File: src/rtl/cone_bist_sequencer.sv
// cone_bist_sequencer
// Built-in self-test sequencer for one combinational output cone. An LFSR
// generates the input vectors, each vector is held for a settle time, the
// cone output is then sampled and folded into a serial signature register,
// and the final signature is compared with a golden value.
module cone_bist_sequencer #(
    parameter int              NIN    = 13,
    parameter int              NPAT   = 1024,
    parameter int              SETTLE = 2,
    parameter logic [NIN-1:0]  SEED   = 13'h0001,
    parameter int              SIG_W  = 16,
    parameter logic [SIG_W-1:0] GOLDEN = 16'h0000
) (
    input  logic             CK,
    input  logic             RST,
    input  logic             start,
    input  logic             abort,
    input  logic             cone_out,
    output logic [NIN-1:0]   cone_in,
    output logic             busy,
    output logic             done,
    output logic             pass,
    output logic [SIG_W-1:0] signature,
    output logic [15:0]      pat_cnt
);

    localparam logic [1:0] ST_IDLE = 2'd0;
    localparam logic [1:0] ST_WAIT = 2'd1;
    localparam logic [1:0] ST_CAPT = 2'd2;
    localparam logic [1:0] ST_FIN  = 2'd3;

    // An all-zero seed would lock the LFSR, so it is replaced by 1.
    localparam logic [NIN-1:0] SEED_EFF =
        (SEED == {NIN{1'b0}}) ? {{(NIN-1){1'b0}}, 1'b1} : SEED;

    // Settle counter runs 0..SETTLE-1.
    localparam int WCW = (SETTLE > 1) ? $clog2(SETTLE) : 1;
    localparam logic [WCW-1:0] WCNT_LAST = WCW'(SETTLE - 1);
    localparam logic [15:0]    PAT_LAST  = 16'(NPAT - 1);

    // Next LFSR state; taps are fixed for a 13-bit register.
    function automatic logic [NIN-1:0] lfsr_next(input logic [NIN-1:0] v);
        return {v[11:0], v[12] ^ v[3] ^ v[2] ^ v[0]};
    endfunction

    // Serial signature update with polynomial 0x1021.
    function automatic logic [SIG_W-1:0] misr_next(input logic [SIG_W-1:0] s,
                                                   input logic d);
        logic fb;
        fb = s[SIG_W-1] ^ d;
        return {s[SIG_W-2:0], 1'b0} ^ (fb ? 16'h1021 : 16'h0000);
    endfunction

    logic [1:0]       state_r, state_s;
    logic [NIN-1:0]   lfsr_r, lfsr_s;
    logic [SIG_W-1:0] sig_r, sig_s;
    logic [15:0]      pat_r, pat_s;
    logic [WCW-1:0]   wcnt_r, wcnt_s;
    logic             done_r, done_s;
    logic             pass_r, pass_s;
    logic             busy_r, busy_s;
    logic [NIN-1:0]   cone_in_r, cone_in_s;

    // Next-state and datapath update; abort overrides everything else.
    always_comb begin
        state_s = state_r;
        lfsr_s  = lfsr_r;
        sig_s   = sig_r;
        pat_s   = pat_r;
        wcnt_s  = wcnt_r;
        done_s  = done_r;
        pass_s  = pass_r;
        if (abort) begin
            state_s = ST_IDLE;
            done_s  = 1'b0;
            pass_s  = 1'b0;
        end else begin
            case (state_r)
                ST_IDLE, ST_FIN: begin
                    if (start) begin
                        state_s = ST_WAIT;
                        lfsr_s  = SEED_EFF;
                        sig_s   = {SIG_W{1'b0}};
                        pat_s   = 16'd0;
                        wcnt_s  = {WCW{1'b0}};
                        done_s  = 1'b0;
                        pass_s  = 1'b0;
                    end else begin
                        state_s = state_r;
                    end
                end
                ST_WAIT: begin
                    wcnt_s = wcnt_r + WCW'(1);
                    if (wcnt_r == WCNT_LAST) begin
                        state_s = ST_CAPT;
                    end else begin
                        state_s = ST_WAIT;
                    end
                end
                ST_CAPT: begin
                    sig_s = misr_next(sig_r, cone_out);
                    pat_s = pat_r + 16'd1;
                    if (pat_r == PAT_LAST) begin
                        state_s = ST_FIN;
                        done_s  = 1'b1;
                        pass_s  = (sig_s == GOLDEN);
                    end else begin
                        state_s = ST_WAIT;
                        lfsr_s  = lfsr_next(lfsr_r);
                        wcnt_s  = {WCW{1'b0}};
                    end
                end
                default: begin
                    state_s = ST_IDLE;
                end
            endcase
        end
        busy_s    = (state_s == ST_WAIT) || (state_s == ST_CAPT);
        cone_in_s = busy_s ? lfsr_s : {NIN{1'b0}};
    end

    // State and output registers with asynchronous reset.
    always_ff @(posedge CK or posedge RST) begin
        if (RST) begin
            state_r   <= ST_IDLE;
            lfsr_r    <= {NIN{1'b0}};
            sig_r     <= {SIG_W{1'b0}};
            pat_r     <= 16'd0;
            wcnt_r    <= {WCW{1'b0}};
            done_r    <= 1'b0;
            pass_r    <= 1'b0;
            busy_r    <= 1'b0;
            cone_in_r <= {NIN{1'b0}};
        end else begin
            state_r   <= state_s;
            lfsr_r    <= lfsr_s;
            sig_r     <= sig_s;
            pat_r     <= pat_s;
            wcnt_r    <= wcnt_s;
            done_r    <= done_s;
            pass_r    <= pass_s;
            busy_r    <= busy_s;
            cone_in_r <= cone_in_s;
        end
    end

    assign cone_in   = cone_in_r;
    assign busy      = busy_r;
    assign done      = done_r;
    assign pass      = pass_r;
    assign signature = sig_r;
    assign pat_cnt   = pat_r;

endmodule

File: config.mk
export PLATFORM = sky130hd
export DESIGN_NAME = cone_bist_sequencer
export DESIGN_NICKNAME = d
export VERILOG_FILES = /design/src/rtl/cone_bist_sequencer.sv
export SDC_FILE = /design/constraint.sdc
export NUM_CORES = 1
export LEC_CHECK = 0
export BUFFER_PORTS_ARGS = -buffer_cell sky130_fd_sc_hd__buf_4
export CAP_MARGIN = 20
export CORE_ASPECT_RATIO = 2
export CORE_UTILIZATION = 49
export CTS_CLUSTER_DIAMETER = 60
export CTS_CLUSTER_SIZE = 25
export DETAILED_ROUTE_END_ITERATION = 10
export PLACE_DENSITY = 0.72
export SYNTH_ARGS = -nofsm -noshare
export SYNTH_HDL_FRONTEND = slang
export SYNTH_SLANG_ARGS = --single-unit
File: constraint.sdc
create_clock -name CK -period 2.4 [get_ports CK]
set_input_delay 0.48 -clock CK [delete_from_list [all_inputs] [get_ports CK]]
set_output_delay 0.48 -clock CK [all_outputs]
set_load 0.005 [all_outputs]
== After elaboration in Yosys (flattened, before gate mapping) ==
Cells that the tools add are included.

* Add/subtract/negate cells: 2
* Bitwise logic cells: 6
* Equality and inequality tests: 10
* Mux-type cells: 23
* Reductions and logical operators: 9

{| class="wikitable"
|+ Operator list
! operator !! number
|-
| $mux W13 || 5
|-
| $pmux W16 S2 || 2
|-
| $pmux W13 S2 || 1
|-
| $add A16 B1 Y16 const B || 1
|-
| $eq A16 B10 Y1 const B || 1
|-
| $logic_not A16 Y1 || 1
|-
| $mux W16 || 1
|-
| $xor A16 B13 Y16 || 1
|-
| $reduce_and A3 Y1 || 3
|-
| $mux W2 || 4
|-
| $eq A2 B2 Y1 const B || 3
|-
| $mux W1 || 6
|-
| $ne A3 B3 Y1 const B || 2
|-
| $pmux W2 S3 || 1
|-
| $eq A2 B1 Y1 const B || 2
|-
| $ne A2 B2 Y1 const B || 2
|-
| $pmux W1 S2 || 2
|-
| $xor A1 B1 Y1 || 4
|-
| $pmux W1 S3 || 1
|-
| $reduce_bool A3 Y1 || 1
|-
| $logic_not A2 Y1 || 1
|-
| $reduce_bool A2 Y1 || 1
|-
| $reduce_or A2 Y1 || 1
|-
| $add A1 B1 Y1 const B || 1
|-
| 2 further kinds || 2
|}

* Output and inout port bits: 48
* Input bits: 5
* Register bits after elaboration: 64
* Logic and storage cells: 59

== Longest topological paths before layout ==
* Depth after elaboration: 7
* Depth in mapped cells: 10
* Gate-level depth less buffers: 7

== Worst setup path before layout ==
Ideal clock, no wire load.

* Path type: reg2reg
* Start point: register state_r[0]
* End point: register pat_r[10] (netlist: pat_cnt[10])
* Path slack: -0.008 ns
* Arrival time: 2.330 ns
* Path buffers: 3
* Period minus slack after synthesis: 2.408 ns
* Stages on the path, launching flop included: 10
* Required time: 2.322 ns
* Library setup time: 0.078 ns
* Cells stage by stage: dfrtp_1 inv_1 ha_1 clkbuf_1 nor2b_1 clkbuf_1 or4_1 clkbuf_1 or3_2 a21oi_1

* Word-level cells in the longest chain between the ends: 4
* Elaborated cells between the ends (all ways): 8
* Classes of those cells: 3 x eq/ne; 1 x mux; 4 x reduce/logical

{| class="wikitable"
|+ RTL lines
! what !! line !! source
|-
| from (decl) || 54 || <nowiki>logic [1:0] state_r, state_s;</nowiki>
|-
| from (signal assigned) || 135 || <nowiki>state_r <= state_s;</nowiki>
|-
| $eq A2 B2 Y1 / $logic_not A2 Y1 (equally long branches) || 78 || <nowiki>case (state_r)</nowiki>
|-
| $reduce_or A2 Y1 || 78 ||
|-
| $ne A2 B2 Y1 (no line) / $reduce_bool A2 Y1 (equally long branches) || n/a ||
|-
| $reduce_and A3 Y1 (no line) || n/a ||
|-
| to (signal assigned) || 138 || <nowiki>pat_r <= pat_s;</nowiki>
|-
| to (decl) || 57 || <nowiki>logic [15:0] pat_r, pat_s;</nowiki>
|}

Parallel ways exist; a longest one is shown, timed or not.
A chain may end at the register's enable or synchronous reset.

== Worst setup path in the final report ==
Same ends and word-level chain as after synthesis.

==> flow_summary.json <==
{
  "final-setup-viol-count": 0,
  "ant_nets": 0,
  "port_buffers": 52,
  "area_delta_synth_final_pct": 30.55,
  "wire_per_inst_um": 15.94,
  "gp_congestion": 0.8046,
  "synth_fp_nets": 254,
  "first_iter_violations": 57,
  "num_io_pins": 53,
  "drive_above_1_share_pct": 35.11,
  "avgSynthCellArea_um2": 11.63,
  "r2r_start": "state_r[0]",
  "async_flop_share_pct": 100.0,
  "place_inst": 364,
  "globalRouteTotalUtil_pct": 21.93,
  "skew_ns": 0.003525,
  "fp-row-count": 39,
  "syn_inst": 245,
  "pwr-share-comb_pct": 9.3,
  "synth_flop_cell": "dfrtp_1",
  "initial_core_util_pct": 50.35,
  "diodes": 0,
  "fmax_mhz": 443.9,
  "cts-resized-gates": 0,
  "worst_setup_path_start_kind": "flop",
  "path_class": "reg -> reg",
  "critical_path.max_fanout": 7,
  "chipHeight_um": 109.9,
  "clockPowerShare_pct": 49.4,
  "h-tree-depth": 3,
  "fin_crit_sh_pct": 93.86,
  "status": "completed",
  "wl_mm": 6.058,
  "cts_buffer_depth": 2,
  "cp_slowest_cell": "or4_1",
  "end_kind": "flop",
  "netlist_area_um2": 2850,
  "antenna_found_initial": 0,
  "final_cell_mix": "67 x buf_4, 64 x dfrtp_1, 20 x a22o_1",
  "yosysUniqueCellTypes": 44,
  "routed_via_density": 5.611,
  "first_pass_iters": 4,
  "grt_pass1_vias": 2141,
  "clockRootBuffer": "clkbuf_16",
  "worst_slew_pin_slew_ns": 0.6518,
  "ys_ff_latch": 64,
  "hold_path.class": "in -> async",
  "power.density_nw_per_um2": 732.4,
  "ff2ff_setup_slack_ns": 0.15,
  "fin_tns_setup_ns": 0,
  "cp.required_ns": 2.65,
  "fin_crit_ns": 2.253,
  "peakVddDrop_uv": 1017,
  "worst_ep_arrival_time_ns": 2.50,
  "dieArea_um2": 6144,
  "post-route-drc-count": 0,
  "crit_path_max_incr_delay_ns": 0.66,
  "grt_setup_unrepaired": "false",
  "cts_tree": "built",
  "leakage_nw": 1.806,
  "seq_area_frac_synth_pct": 56.19,
  "path_cells": "inv_1 -> ha_1 -> nor2b_1 -> or4_1 -> or3_2 -> a21oi_1",
  "intPower_w": 0.002113,
  "max_slew_margin_pct": 56.31,
  "grt_max_degree": 40,
  "vias": 2132,
  "power.total_w": 0.002725,
  "maxCapViolCount": 0,
  "ys_warn_count": 0,
  "clock-sinks": 64,
  "postCtsSetupRepairBufs": 0,
  "dpl.hpwl_mm": 4.400,
  "hold_viol": 0,
  "layout.cells.non_filler": 380,
  "synth_enable_flop_cells": 0,
  "overflow": 0,
  "grt_pass1_wl_mm": 10.14,
  "clkSlewWorstSetupHoldPaths_ns": 0.05,
  "cts_buffers": 9,
  "maxSlewViolCount": 0,
  "fp.dieW_um": 55.93,
  "swShare_pct": 22.47,
  "nNetsFinal": 323,
  "reg2reg_depth": 6,
  "clk_latency_ns": 0.32,
  "sequentialPowerShare_pct": 41.4,
  "r2r_end": "pat_cnt[10]",
  "critPathLaunch": "state_r[0]",
  "p_sw_w": 0.0006124,
  "coreArea_um2": 5660,
  "final_common_cell": "buf_4",
  "cts_hold_buf": 0
}
## kinds of logic (layout without fill, tap and decap cells)
| family | Yosys count | after routing | synth area share (%) |
|---|---|---|---|
| fa+ha+maj | 4 | 4 | 1.756 |
| simple gates | 82 | 82 | 16.59 |
| compound gates | 54 | 54 | 15.41 |
| xor+xnor | 13 | 13 | 3.995 |
| flops | 64 | 64 | 56.19 |
| buf+inv | 22 | 96 | 3.424 |
| mux | 6 | 6 | 2.634 |
## worst max-delay path by stage
stage,endpoint,slack (ns),cells after the start
floorplan,pat_cnt[10],0.02,9
global placement,pat_cnt[15],0.19,8
detailed placement,pat_cnt[15],0.15,8
CTS,pat_cnt[15],0.14,8
global route,cone_in[3],0.02,9
finish,pat_cnt[10],0.15,6
## sequential cells by signal, indices dropped and copies added, names as in the netlist
name	flops
wcnt_r	1
pat_cnt	16
busy	1
state_r	2
done	1
lfsr_r	13
pass	1
cone_in	13
signature	16
## synthesized netlist by cell type, types with 2 or more instances
| cell type | number | area share (%) |
|---|---|---|
| o22ai_1 | 2 | 0.44 |
| nor2_1 | 16 | 2.1 |
| nand2b_1 | 2 | 0.44 |
| inv_1 | 11 | 1.4 |
| mux2_2 | 2 | 0.79 |
| nor2b_2 | 7 | 2.2 |
| nand4_1 | 4 | 0.88 |
| ha_1 | 4 | 1.8 |
| nor3_1 | 9 | 1.6 |
| nand3_1 | 4 | 0.70 |
| o21ai_0 | 6 | 1.1 |
| a22o_2 | 9 | 3.2 |
| buf_6 | 2 | 0.79 |
| a22o_1 | 20 | 6.1 |
| a21oi_1 | 6 | 1.1 |
| mux2i_1 | 3 | 1.1 |
| or3_1 | 2 | 0.44 |
| or4_1 | 3 | 0.79 |
| clkbuf_1 | 8 | 1.1 |
| o31ai_1 | 2 | 0.53 |
| nand2_1 | 15 | 2.0 |
| xnor2_1 | 6 | 1.8 |
| dfrtp_1 | 64 | 56 |
| xor2_1 | 7 | 2.2 |
| nor4_1 | 6 | 1.3 |
| nor2b_1 | 7 | 1.5 |
## cell type report
class / instances / area (um^2)
Clock buffer: 14 / 284.0
Clock inverter: 2 / 35.03
Fill cell: 460 / 1939
Inverter: 12 / 45.04
Multi-Input combinational cell: 159 / 1156
Sequential cell: 64 / 1602
Tap cell: 61 / 76.32
Timing Repair Buffer: 68 / 523.0
## per-stage QoR
stage,util (%),setup WS (ns),hold slack (ns),area [um^2]
after global placement,60.10,0.1928,0.5002,3402
final,65.74,0.1474,0.2238,3721
after floorplan,-,0.02141,0.4756,2851
after detailed placement,60.10,0.1522,0.5127,3402
after CTS,65.74,0.1380,0.2343,3721
after global routing,65.74,0.02166,0.2642,3721
## power by group through the flow
stage          logic [W]  registers, W  clock network [W]
4_1_cts         0.000256       0.00113            0.00136
5_1_grt         0.000280       0.00113            0.00141
3_3_place_gp    0.000249       0.00115                  0
2_1_floorplan   0.000176       0.00114                  0
3_5_place_dp    0.000255       0.00115                  0
6_report        0.000253       0.00113            0.00135
## worst max-delay path: cells and delay by family (launching register included)
kind | cells | cell delay [ns]
compound gates | 1 | 0.15
fa+ha+maj | 1 | 0.31
buf+inv | 1 | 0.06
flops | 1 | 0.38
simple gates | 3 | 1.28
## per-layer routing
metal / wire length, um / vias to the layer above / GRT usage (%)
li1: - / 1017 / -
met1: 2370 / 1049 / 22.90
met2: 3301 / 54 / 39.24
met3: 227 / 12 / 6.235
met4: 160 / 0 / 12.20
met5: 0 / - / 0
No activity file was read; power rests on OpenSTA's default activity.
